**config.mk**
```make
export PLATFORM = sky130hd
export DESIGN_NAME = snake_segment_engine
export DESIGN_NICKNAME = d
export VERILOG_FILES = /design/src/rtl/snake_segment_engine.sv
export SDC_FILE = /design/constraint.sdc
export NUM_CORES = 2
export LEC_CHECK = 0
export ABC_AREA = 0
export CORE_ASPECT_RATIO = 0.75
export CORE_MARGIN = 2
export CORE_UTILIZATION = 70
export DETAILED_ROUTE_END_ITERATION = 10
export PLACE_DENSITY = 0.95
export REMOVE_ABC_BUFFERS = 1
export SLEW_MARGIN = 20
export SYNTH_ARGS = -nofsm -noshare
export SYNTH_HDL_FRONTEND = slang
export SYNTH_SLANG_ARGS = --single-unit
```
**constraint.sdc**
```tcl
create_clock -name clk_25 -period 18.1 [get_ports clk_25]
set_clock_uncertainty 0.05 [all_clocks]
set_input_delay 1.81 -clock clk_25 [delete_from_list [all_inputs] [get_ports clk_25]]
set_output_delay 1.81 -clock clk_25 [all_outputs]
set_load 0.03 [all_outputs]
```
**src/rtl/snake_segment_engine.sv**
```systemverilog
// Snake segment store with step/grow/wrap, sequential head-vs-body collision scan,
// and a 2-stage per-pixel head/body hit pipeline on the pixel clock.
module snake_segment_engine #(
    parameter int MAX_LEN  = 32,
    parameter int LEN_W    = $clog2(MAX_LEN + 1),
    parameter int POS_W    = 10,
    parameter int CNT_H_W  = 10,
    parameter int CNT_V_W  = 10,
    parameter int SQ       = 10,
    parameter int X_MAX    = 640,
    parameter int Y_MAX    = 480,
    parameter int INIT_LEN = 3,
    parameter int INIT_X   = 320,
    parameter int INIT_Y   = 240
) (
    input  logic               clk_25,
    input  logic               reset_game,
    input  logic               step,
    input  logic [1:0]         dir,
    input  logic               grow,
    input  logic [CNT_H_W-1:0] count_H,
    input  logic [CNT_V_W-1:0] count_V,
    output logic [LEN_W-1:0]   snake_length,
    output logic [POS_W-1:0]   head_x,
    output logic [POS_W-1:0]   head_y,
    output logic               busy,
    output logic               scan_done,
    output logic               self_hit,
    output logic               pix_head,
    output logic               pix_body
);

    localparam int IDX_W = (MAX_LEN > 1) ? $clog2(MAX_LEN) : 1;
    localparam int HW    = ((CNT_H_W > POS_W) ? CNT_H_W : POS_W) + 1;
    localparam int VW    = ((CNT_V_W > POS_W) ? CNT_V_W : POS_W) + 1;

    localparam logic [POS_W-1:0] STEP_D  = POS_W'(SQ);
    localparam logic [POS_W-1:0] X_LAST  = POS_W'(X_MAX - SQ);
    localparam logic [POS_W-1:0] Y_LAST  = POS_W'(Y_MAX - SQ);
    localparam logic [LEN_W-1:0] LEN_MAX = LEN_W'(MAX_LEN);
    localparam logic [LEN_W-1:0] LEN_INI = LEN_W'(INIT_LEN);

    localparam logic [1:0] DIR_RIGHT = 2'b00;
    localparam logic [1:0] DIR_LEFT  = 2'b01;
    localparam logic [1:0] DIR_UP    = 2'b10;
    localparam logic [1:0] DIR_DOWN  = 2'b11;

    typedef enum logic [1:0] {
        IDLE = 2'd0,
        SCAN = 2'd1,
        DONE = 2'd2
    } state_t;

    // Wrap is decided before the add so the sum never leaves POS_W bits.
    function automatic logic [POS_W-1:0] wrap_inc(input logic [POS_W-1:0] pos,
                                                  input logic [POS_W-1:0] last);
        return (pos >= last) ? '0 : pos + STEP_D;
    endfunction

    function automatic logic [POS_W-1:0] wrap_dec(input logic [POS_W-1:0] pos,
                                                  input logic [POS_W-1:0] last);
        return (pos == '0) ? last : pos - STEP_D;
    endfunction

    logic [POS_W-1:0] seg_x [MAX_LEN];
    logic [POS_W-1:0] seg_y [MAX_LEN];
    logic [LEN_W-1:0] length;
    logic [LEN_W-1:0] k;
    logic [IDX_W-1:0] k_idx;
    logic [1:0]       cur_dir;
    logic [1:0]       next_dir;
    logic [POS_W-1:0] next_x;
    logic [POS_W-1:0] next_y;
    logic             accept;
    logic             hit_k;
    state_t           state;

    logic [HW-1:0]      h_ext;
    logic [VW-1:0]      v_ext;
    logic [MAX_LEN-1:0] match_c;
    logic [MAX_LEN-1:0] match_p1;

    assign snake_length = length;
    assign head_x       = seg_x[0];
    assign head_y       = seg_y[0];
    assign k_idx        = k[IDX_W-1:0];
    assign accept       = step && (state == IDLE);
    assign hit_k        = (seg_x[k_idx] == seg_x[0]) && (seg_y[k_idx] == seg_y[0]);

    // A request for the exact reverse of the current heading is ignored.
    always_comb begin
        next_dir = (dir == (cur_dir ^ 2'b01)) ? cur_dir : dir;
        next_x   = seg_x[0];
        next_y   = seg_y[0];
        case (next_dir)
            DIR_RIGHT: next_x = wrap_inc(seg_x[0], X_LAST);
            DIR_LEFT:  next_x = wrap_dec(seg_x[0], X_LAST);
            DIR_UP:    next_y = wrap_dec(seg_y[0], Y_LAST);
            DIR_DOWN:  next_y = wrap_inc(seg_y[0], Y_LAST);
            default:   next_x = seg_x[0];
        endcase
    end

    always_ff @(posedge clk_25) begin
        if (reset_game) begin
            for (int i = 0; i < MAX_LEN; i++) begin
                seg_x[i] <= POS_W'(INIT_X - i * SQ);
                seg_y[i] <= POS_W'(INIT_Y);
            end
            length    <= LEN_INI;
            cur_dir   <= DIR_RIGHT;
            state     <= IDLE;
            k         <= '0;
            busy      <= 1'b0;
            scan_done <= 1'b0;
            self_hit  <= 1'b0;
        end else begin
            scan_done <= 1'b0;
            case (state)
                IDLE: begin
                    if (accept) begin
                        for (int i = 1; i < MAX_LEN; i++) begin
                            seg_x[i] <= seg_x[i-1];
                            seg_y[i] <= seg_y[i-1];
                        end
                        seg_x[0] <= next_x;
                        seg_y[0] <= next_y;
                        cur_dir  <= next_dir;
                        if (grow && (length != LEN_MAX))
                            length <= length + 1'b1;
                        k     <= LEN_W'(1);
                        state <= SCAN;
                        busy  <= 1'b1;
                    end
                end
                SCAN: begin
                    if (k >= length) begin
                        state     <= DONE;
                        scan_done <= 1'b1;
                    end else if (hit_k) begin
                        // Jump k to the end so the next scan cycle terminates.
                        self_hit <= 1'b1;
                        k        <= length;
                    end else begin
                        k <= k + 1'b1;
                    end
                end
                DONE: begin
                    state <= IDLE;
                    busy  <= 1'b0;
                end
                default: begin
                    state <= IDLE;
                    busy  <= 1'b0;
                end
            endcase
        end
    end

    assign h_ext = HW'(count_H);
    assign v_ext = VW'(count_V);

    always_comb begin
        match_c = '0;
        for (int i = 0; i < MAX_LEN; i++) begin
            match_c[i] = (h_ext >= HW'(seg_x[i])) &&
                         (h_ext <  HW'(seg_x[i]) + HW'(SQ)) &&
                         (v_ext >= VW'(seg_y[i])) &&
                         (v_ext <  VW'(seg_y[i]) + VW'(SQ)) &&
                         (LEN_W'(i) < length);
        end
    end

    // Stage 1: per-segment square match
    always_ff @(posedge clk_25) begin
        if (reset_game)
            match_p1 <= '0;
        else
            match_p1 <= match_c;
    end

    // Stage 2: head / body reduction
    always_ff @(posedge clk_25) begin
        if (reset_game) begin
            pix_head <= 1'b0;
            pix_body <= 1'b0;
        end else begin
            pix_head <= match_p1[0];
            pix_body <= |(match_p1 & ~MAX_LEN'(1));
        end
    end

endmodule

```
* After elaboration in Yosys (flattened, before gate mapping) *
Memories as Yosys holds them, arrays and structs flattened. A register that Yosys moved wholly into a read port is not among the register bits.
Cells that the tools add are included.
W data, S select, Z words.

cells by class
  add/sub/neg operators = 70
  $lt $le $gt $ge = 163
  eq/ne operators = 11
  muxes and demuxes = 91
  bitwise gates (word level) = 67
  reduce and logical (&&, ||, !) cells = 144

operators by type and width
  operator                 count
  $add A10 B4 Y11 const B  64
  $lt A10 B11 Y1           64
  $mux W10                 68
  $ge A10 B10 Y1           64
  $logic_and A1 B1 Y1      131
  $lt A5 B6 Y1 const A     16
  $or A1 B1 Y1             64
  $lt A4 B6 Y1 const A     8
  $pmux W10 S2             2
  $reduce_or A31 Y1        1
  $lt A3 B6 Y1 const A     4
  $add A10 B4 Y10 const B  2
  $eq A10 B10 Y1           2
  $logic_not A10 Y1        2
  $mux W5                  4
  $sub A10 B4 Y10 const B  2
  $mux W6                  3
  $add A6 B1 Y6 const B    2
  $lt A1 B6 Y1 const A     2
  $lt A2 B6 Y1 const A     2
  $pmux W6 S2              1
  $ge A10 B10 Y1 const B   1
  $ge A10 B9 Y1 const B    1
  $reduce_and A3 Y1        3
  15 further kinds         33

word-level totals
  flip-flop bits (word level) = 53
  RAM bits = 640
  input bits = 26
  logic and storage cells = 558
  memories kept = 2

memories
  name   words  bits a word  rd ports  clocked after memory_dff  wr ports  RTL line  RTL
  seg_x  32     10           33        1                         32        65        logic [POS_W-1:0] seg_x [MAX_LEN];
  seg_y  32     10           33        1                         32        66        logic [POS_W-1:0] seg_y [MAX_LEN];

* Logic depth before layout (Yosys ltp) *
An unclocked memory read counts as a cell.

  depth in word-level cells = 8
  mapped depth = 17
  depth with buffers taken out = 13

* Worst setup path after synthesis *
Ideal clock, no wire load.

  path kind = input to register
  start point = in reset_game
  end point = mem seg_x[10][1] (enable)
  setup time = 723 ps
  arrival = 9951 ps
  slack = 7376 ps
  stages on the path = 4
  path buffers = 3
  cell sequence = clkbuf_1 clkbuf_1 clkbuf_1 nand2b_1

RTL lines
  what                RTL line  RTL
  start: declaration  17        input logic reset_game,
  end: declaration    65

==> metrics <==
final WL 194,000 um; syn_area_per_cell 9.12 um2; CTS Buf Count 70; Vert. Die Dim 258 um; Worst Setup EP seg_x[18][7]; minimum clock period 5.62 ns; Setup WS post-layout 12.48 ns; Pre-Repair DR Iteration Count 8; cts hold-fix bufs 0; Setup crit start step; initial antenna violation count 18; relative slew slack 16.8%; Crit path required time 18.61 ns; vias 54,500; residual DRC count 0; R2R Setup Slk 12.63 ns; most frequent cells in the layout ha_1, inv_1, nand2_1; Final period util 31.0%; layout cells sized above 1 4.84%; Arr. time, crit path 6.12 ns; first-pass GRT wire length 299,000 um; Antenna Violating Nets Remaining 0; leading cell type in the layout, fill and taps excluded ha_1; flops & latches, synth 634; post-synthesis compound-gate area fraction 17.4%; footprint of the multi-input gates 41,100 um2; Filler cells 5,411; outcome finished clean; Max Clock Freq 178 MHz; grt ovf 0; global-route usage over all layers 42.9%; xor-xnor portion of the synthesized cell area 6.94%; postcts setup bufs 0; mux share of post-synthesis cell area 5.67%; Reg clk slew, reported paths 0.07 ns; Final Hold Viols 0; Die ar. 88,700 um2; fin cells 7,786; Core ar. 85,600 um2; FF-to-FF path depth 12; adder-cell area share of the yosys netlist 25.4%; Max Slew Vio Count 0; 1st-iter DRT viols 7,872; Sink Count 634; Crit. End Element register; main flop type after synthesis edfxtp_1; EDFF count, synth 324; post-synthesis cell count 6,625; chip width 343 um; Post-Place Cells 7,652; initial core utilization 70.5%; CP max FO 98; Max-Cap Viols 0; post-CTS sizing 0; H-tree Lvls 3; row cnt 93; input/output buffers 52; Min-Delay Path Class register to register; number of global-route vias before repair 54,600; post-synthesis cell area 60,400 um2; aggregate negative setup slack 0 ns; Yosys warning total 0; via/cell ratio 7.01; pre-CTS setup slack 11.80 ns; PD cells 72.8 nW/um2; IO Pins 57; CTS max path bufs 3; fin nets 7,837; FF/Latch Area 15,900 um2; Setup-failing EPs final 0; worst-margin pin slew 1.23 ns; Max VDD drop 0.0000740 V; CTS tree done; Netlist cell types 72; crit path kind input port to register; Final HPWL DP 134,000 um; P_leak 0.0289 uW; Startpoint Class input port; worst skew pair latency 0.68 ns; largest net degree at the start of global routing 142; GPL Wtd Cong 1.01; RSZ-0062 raised after global routing no; simple-gate portion of the synthesized area 12.5%; root buffer cell clkbuf_16; wire per inst 24.9 um; fraction of registers with async set/reset 0%; Seq/Total Area, Yosys 26.4%; hold path depth 2; largest family of logic cells by synthesized area adder cells; Layout area overhead 6.04%
==> power breakdown <==
part           internal (uW)  switching, uW  leakage, uW
registers               1600            140      0.00557
logic                    586            830       0.0222
clock network            838            668      0.00113
==> worst max-delay path, cell delays in order <==
cell and delay [ns]:
clkdlybuf4s50_1 0.53, nand2_1 0.20, nor2_4 0.64, buf_4 0.69
buf_4 0.87, buf_4 0.77, nor2_1 0.11, a211o_1 0.30
==> cell usage after synthesis, drive strengths merged, types with 54 or more instances <==
library cell / count / area, um2
ha: 1227 / 15400
inv: 651 / 2440
nand2: 502 / 1880
nor2: 437 / 1640
xnor2: 415 / 3630
a21oi: 386 / 1930
o21ai: 344 / 1720
edfxtp: 324 / 9730
dfxtp: 310 / 6210
a21o: 290 / 2180
o21a: 254 / 1910
nor3: 157 / 786
clkbuf: 155 / 582
nand2b: 145 / 907
mux4: 126 / 2870
a211o: 100 / 876
nand3: 97 / 485
nor2b: 97 / 607
buf: 64 / 403
xor2: 64 / 561
a211oi: 54 / 405
or3: 54 / 338
==> worst min-delay path by stage <==
stage	startpoint	to
global placement	seg_x[28][5]	seg_x[29][5]
finish	seg_x[28][5]	seg_x[29][5]
floorplan	match_p1[0]	pix_head
detailed placement	seg_x[31][5]	seg_x[31][5]
global route	seg_x[22][5]	seg_x[23][5]
CTS	seg_x[28][5]	seg_x[29][5]
==> routing by layer <==
metal	vias up	GRT usage (%)	share of wire (%)
met5	-	2.08	0.22
met4	22	30.6	8.2
met3	1174	14.7	15
met2	4213	63.8	42
met1	25500	51.9	34
li1	23600	-	-
==> flip-flops by register name, summed over array words and instances, names as in the netlist, named ones only <==
register and flops:
pix_body 1, k 6, seg_y 288, pix_head 1, scan_done 1, busy 1
cur_dir 2, match_p1 32, seg_x 288, self_hit 1, state 2, snake_length 6
==> final cells by class <==
| cell class | instances | area share [%] |
|---|---|---|
| Antenna cell | 8 | 0.0313 |
| Clock buffer | 98 | 3.15 |
| Clock inverter | 28 | 0.408 |
| Inverter | 653 | 3.83 |
| Multi-Input combinational cell | 5120 | 64.1 |
| Sequential cell | 634 | 24.9 |
| Tap cell | 1140 | 2.23 |
| Timing Repair Buffer | 105 | 1.35 |
==> cell families after synthesis <==
family,Yosys count
flops,634
mux,181
other cells,1
fa+ha+maj,1227
compound gates,1612
xor+xnor,479
simple gates,1619
buf+inv,872
==> metrics by stage <==
step	power, uW	cell area [um2]	utilization [%]	hold slack (ns)
after CTS	4580	64000	74.8	0.421
after floorplan	2690	59400	-	0.364
after detailed placement	3100	61800	72.1	0.401
after global routing	4820	64000	74.8	0.452
after global placement	3000	61800	72.1	0.386
final	4660	64100	74.8	0.425
Power figures use the tool's default switching activity.
